===== src/rtl/frame_accumulator.sv =====
// Frame averager: sums FRAME_LEN signed samples and emits their mean one cycle after the frame's last sample.
// No backpressure; accepts one sample per cycle. Define FRAME_ACC_ROUND_EN to round half toward +inf instead of flooring.
module frame_accumulator #(
  parameter int DATA_W    = 25,
  parameter int FRAME_LEN = 16,
  localparam int CNT_W    = $clog2(FRAME_LEN)
) (
  input  logic                     clk,
  input  logic                     reset,
  input  logic signed [DATA_W-1:0] data_in,
  input  logic                     in_valid,
  input  logic                     frame_sync,
  output logic signed [DATA_W-1:0] data_out,
  output logic                     out_valid,
  output logic [CNT_W-1:0]         sample_cnt
);

  localparam int ACC_W = DATA_W + CNT_W;
  localparam logic [CNT_W-1:0] LAST_CNT = CNT_W'(FRAME_LEN - 1);

  logic signed [ACC_W-1:0]  acc;
  logic signed [ACC_W-1:0]  din_ext;
  logic signed [ACC_W-1:0]  sum;
  logic signed [DATA_W-1:0] mean;
  logic                     first;
  logic                     last;

  always_comb begin
    din_ext = ACC_W'(data_in);
    sum     = acc + din_ext;
    first   = (sample_cnt == '0) || frame_sync;
    last    = (sample_cnt == LAST_CNT) && !frame_sync;
  end

`ifdef FRAME_ACC_ROUND_EN
  // One extra bit keeps sum + half from wrapping at the positive extreme.
  localparam logic signed [ACC_W:0] HALF = (ACC_W+1)'(2 ** (CNT_W - 1));
  logic signed [ACC_W:0] rsum;
  assign rsum = $signed({sum[ACC_W-1], sum}) + HALF;
  assign mean = DATA_W'(rsum >>> CNT_W);
`else
  assign mean = DATA_W'(sum >>> CNT_W);
`endif

  always_ff @(posedge clk) begin
    if (reset) begin
      acc        <= '0;
      sample_cnt <= '0;
      data_out   <= '0;
      out_valid  <= 1'b0;
    end else begin
      out_valid <= 1'b0;
      if (in_valid) begin
        acc <= first ? din_ext : sum;
        // Counter width equals log2(FRAME_LEN), so the increment wraps to 0 after the last sample.
        if (frame_sync) sample_cnt <= CNT_W'(1);
        else            sample_cnt <= sample_cnt + 1'b1;
        if (last) begin
          out_valid <= 1'b1;
          data_out  <= mean;
        end
      end
    end
  end

endmodule


===== config.mk =====
export PLATFORM = sky130hd
export DESIGN_NAME = frame_accumulator
export DESIGN_NICKNAME = d
export VERILOG_FILES = /design/src/rtl/frame_accumulator.sv
export SDC_FILE = /design/constraint.sdc
export NUM_CORES = 1
export LEC_CHECK = 0
export CORE_UTILIZATION = 55
export CTS_CLUSTER_DIAMETER = 80
export DETAILED_ROUTE_END_ITERATION = 8
export HOLD_SLACK_MARGIN = 0.06
export PLACE_DENSITY = 0.81
export SLEW_MARGIN = 40
export SYNTH_ARGS = -nofsm -noshare
export SYNTH_HDL_FRONTEND = slang
export SYNTH_SLANG_ARGS = --single-unit

===== constraint.sdc =====
create_clock -name clk -period 4.2 [get_ports clk]
set_clock_uncertainty 0.1 [all_clocks]
set_input_delay 1.05 -clock clk [delete_from_list [all_inputs] [get_ports clk]]
set_output_delay 1.05 -clock clk [all_outputs]
set_load 0.02 [all_outputs]

Yosys cells after proc, flatten, opt, wreduce, memory -nomap -nowiden
Cells that the tools add are included.
- divide/modulo/power cells: 0
- reduce and logical (&&, ||, !) cells: 6
- multipliers: 0
- shift operators: 0
- add/subtract/negate cells: 2
- magnitude comparators: 0
- equal/unequal tests: 1
- muxes and demuxes: 3
- bitwise operators: 1
- operators with widths (kind ; count):
    $add 29x25->29 ; 1
    $mux 29 ; 1
    $add 4x1->4 const B ; 1
    $eq 4x4->1 const B ; 1
    $logic_not 4->1 ; 1
    $mux 4 ; 1
    $reduce_and 2->1 ; 1
    $reduce_or 2->1 ; 1
    $logic_and 1x1->1 ; 1
    $logic_not 1->1 ; 1
    $logic_or 1x1->1 ; 1
    $mux 1 ; 1
    $not 1->1 ; 1
- RAM bits: 0
- flip-flop bits (word level): 59
- memories kept: 0
- bits in read-only memories: 0
- input bits: 29
- bits in latches: 0
- output and inout bits: 30
- logic and storage cells: 17

Longest topological paths before layout
- word-level depth: 3
- depth in mapped cells: 11

Worst setup path after synthesis
Ideal clock, no wire load.
- kind: input to register
- from: input port data_in[0]
- to: register acc[28]
- stages on the path: 11
- setup time: 0.132 ns
- required time: 3.968 ns
- path slack: 0.683 ns
- arrival time: 3.285 ns
- cell sequence: ha_1 -> fa_1 -> a21o_1 -> a21oi_1 -> a211oi_1 -> or3_4 -> o31ai_4 -> a21oi_2 -> mux2_4 -> o21ai_2 -> a21oi_1
- cells in the longest elaborated chain, start to end: 2
- ends and longest elaborated chain (element ; line ; text):
    start: declaration ; 10 ; input logic signed [DATA_W-1:0] data_in,
    $add 29x25->29 ; 30 ; sum = acc + din_ext;
    $mux 29 ; 54 ; acc <= first ? din_ext : sum;
    end signal: assignment ; 54 ;
    end: declaration ; 21 ; logic signed [ACC_W-1:0] acc;
Every way passes these cells.
A chain may end at the register's enable or synchronous reset.

Worst setup path after layout
Ends and elaborated chain as after synthesis.

==> results_dict.tcl <==
set metrics [dict create \
    detail_route.wirelength_microns 10700 \
    core-area_sq_um 6910 \
    synth_ff_type "sky130_fd_sc_hd__dfxtp_1" \
    number_of_endpoints_failing_setup_at_the_final_stage 0 \
    cts-hold-fix-buffers 0 \
    required_ns 4.31 \
    clock_tree.root_cell "sky130_fd_sc_hd__clkbuf_8" \
    syn_area_sq_um 3980 \
    path_class "input pin to flop" \
    cts_num_sinks 59 \
    clk-insertion-delay-late_ns 0.34 \
    finalHoldViolations 0 \
    clock_tree_from_tritoncts "done" \
    finalWorstPathRequiredPeriod_ns 3.85 \
    post_dr_wirelength_cell_microns 16.2 \
    tightest_slew_ns 0.686 \
    fraction_of_the_core_area_covered_by_cells_at_the_end_of_the_flow_pct 69.7 \
    gp_routability_congestion 0.907 \
    grt_overflow_total 0 \
    dr.pass1.iters 4 \
    final.setup.tns_ns 0 \
    holdCritPathClass "flop to flop" \
    antenna_left 0 \
    vias 3998 \
    irDropWorstVdd_mv 0.191 \
    run_status "finished clean" \
    clkSlewWorstSetupHoldPaths_ns 0.07 \
    critPathLaunchType "input pin" \
    cap_violations 0 \
    antenna_found_initial 0 \
    endpoint_kind "flop" \
    drtIter0Drc 255 \
    layout-area-overhead-vs-synth_pct 21.0 \
    synthDistinctLibCells 56 \
    grt_max_degree 52 \
    p_per_area_nw_per_um2 323 \
    cts_buffers 9 \
    cts.repair_timing.setup_buffer_count 0 \
    largest_fanout_of_any_net_on_the_critical_path 3 \
    p_leak_nw 1.93 \
    design.die.area_sq_um 7570 \
    synthesis.instances 518 \
    period_share_pct 91.7 \
    relSlewSlack_pct 54.1 \
    hold-path-cell-count 2 \
    placement.io_buffers 58 \
    detailedPlacementHpwl_microns 7520 \
    rsz0062_at_grt "false" \
    fin_worst_hold_slack_ns 0.354 \
    insertedDiodeCount 0 \
    synth_enable_flop_cells 0 \
    cts-resized-gates 0 \
    max_freq_ghz 0.260 \
    num-nets-final 623 \
    drt_drc_violations_left 0 \
    ioPinCount 59 \
    floorplan.die.height_microns 87.0 \
    synth_fp_nets 578 \
    max-clock-path-buffers 2 \
    fp-row-count 30 \
    grt_pass1_vias 3733 \
    chipWidth_microns 87.0 \
    part_of_the_yosys_area_used_for_sequential_elements_pct 29.7 \
    reg2reg_depth 11 \
    postSynthAreaPerCell_sq_um 7.68 \
    global_route_wire_length_before_repair_microns 17600 \
    synth.yosys.warnings 0 \
    grt_util_all_layers_pct 29.7 \
    synth_async_sr_flop_share_pct 0 \
    avgViaCountPerCell 6.02 \
    drive_gt1_share_pct 6.69 \
    postSynthRegisterBits 59 \
    initial_utilization_pct 57.6 \
    worst-endpoint-arrival_ns 3.95 \
    htree_levels 3 \
    timing.final.max_slew_violations 0 \
]
cells by family (layout without fill, tap and decap cells):
logic type	count (synthesis)	after routing	share of synthesized area [%]
simple gates	193	193	21.3
compound gates	153	153	25.6
flops	59	59	29.7
buf+inv	44	94	4.44
fa+ha+maj	31	31	9.94
xor+xnor	24	24	5.29
mux	14	14	3.68
Yosys cell counts, drive strengths merged (12+ instances only):
cell     n  area share, %
mux2i   12            3.0
a211oi  13            2.5
a311oi  12            2.6
nand3   17            2.1
nor2    58            5.5
a21o    13            2.5
a21oi   54            6.9
ha      30            9.4
clkbuf  31            2.9
o21ai   20            2.6
xnor2   13            2.9
nand2   74            7.0
dfxtp   59             30
nor3    13            1.6
cell usage in the layout, fill, tap and decap left out, types with 12 or more instances in the layout:
cell type / count
sky130_fd_sc_hd__a211oi_1: 13
sky130_fd_sc_hd__a21o_1: 12
sky130_fd_sc_hd__a21oi_1: 52
sky130_fd_sc_hd__a311oi_1: 12
sky130_fd_sc_hd__clkdlybuf4s50_1: 57
sky130_fd_sc_hd__dfxtp_1: 59
sky130_fd_sc_hd__ha_1: 30
sky130_fd_sc_hd__mux2i_1: 12
sky130_fd_sc_hd__nand2_1: 74
sky130_fd_sc_hd__nand3_1: 17
sky130_fd_sc_hd__nor2_1: 58
sky130_fd_sc_hd__nor3_1: 13
sky130_fd_sc_hd__o21ai_0: 19
sky130_fd_sc_hd__xnor2_1: 13
flip-flops by register name, indices dropped and copies added (netlist names):
name,flops
out_valid,1
data_out,25
acc,29
sample_cnt,4
final timing paths:
| kind | to | slack [ns] | from |
|---|---|---|---|
| setup / recovery | acc[28] | 0.35 | data_in[0] |
| hold / removal | data_out[15] | 0.35 | data_out[15] |
| setup reg to reg | acc[28] | 1.20 | acc[0] |
| hold reg to reg | data_out[15] | 0.35 | data_out[15] |
metrics by stage:
stage	instances	cell area [sq um]	worst slack [ns]	total power, mW
global route	664	4810	0.192	1.63
floorplan	518	3980	0.683	0.920
global placement	648	4620	0.0728	1.02
CTS	664	4810	0.377	1.55
finish	664	4810	0.351	1.56
detailed placement	648	4620	0.0122	1.03
metal layers:
| layer | GRT usage (%) | share of wire (%) |
|---|---|---|
| met5 | 0 | 0 |
| met4 | 11.8 | 2.5 |
| met3 | 3.70 | 4.4 |
| met2 | 49.2 | 48 |
| met1 | 39.2 | 45 |
report_power, final:
part	leakage (nW)	internal (mW)	total (mW)	switching [mW]
clock network	0.0991	0.287	0.524	0.237
registers	0.483	0.583	0.598	0.0147
logic	1.34	0.179	0.434	0.254
final cells by class:
| class | count | area, sq um |
|---|---|---|
| flip-flops and latches | 59 | 1180 |
| clock buffers | 11 | 141 |
| well taps | 96 | 120 |
| fillers | 621 | 2100 |
| repair buffers | 69 | 658 |
| clock inverters | 5 | 52.6 |
| multi-input cells | 415 | 2620 |
| inverters | 9 | 33.8 |
worst max-delay path, stage by stage:
cell                              delay [ns]
sky130_fd_sc_hd__clkdlybuf4s50_1        0.42
sky130_fd_sc_hd__ha_1                   0.23
sky130_fd_sc_hd__fa_1                   0.40
sky130_fd_sc_hd__a21o_1                 0.24
sky130_fd_sc_hd__a21oi_1                0.19
sky130_fd_sc_hd__a211oi_1               0.10
sky130_fd_sc_hd__or3_4                  0.41
sky130_fd_sc_hd__o31ai_4                0.27
sky130_fd_sc_hd__a21oi_2                0.14
sky130_fd_sc_hd__mux2_4                 0.32
sky130_fd_sc_hd__o21ai_2                0.11
sky130_fd_sc_hd__a21oi_1                0.07
Power figures use the tool's default switching activity.
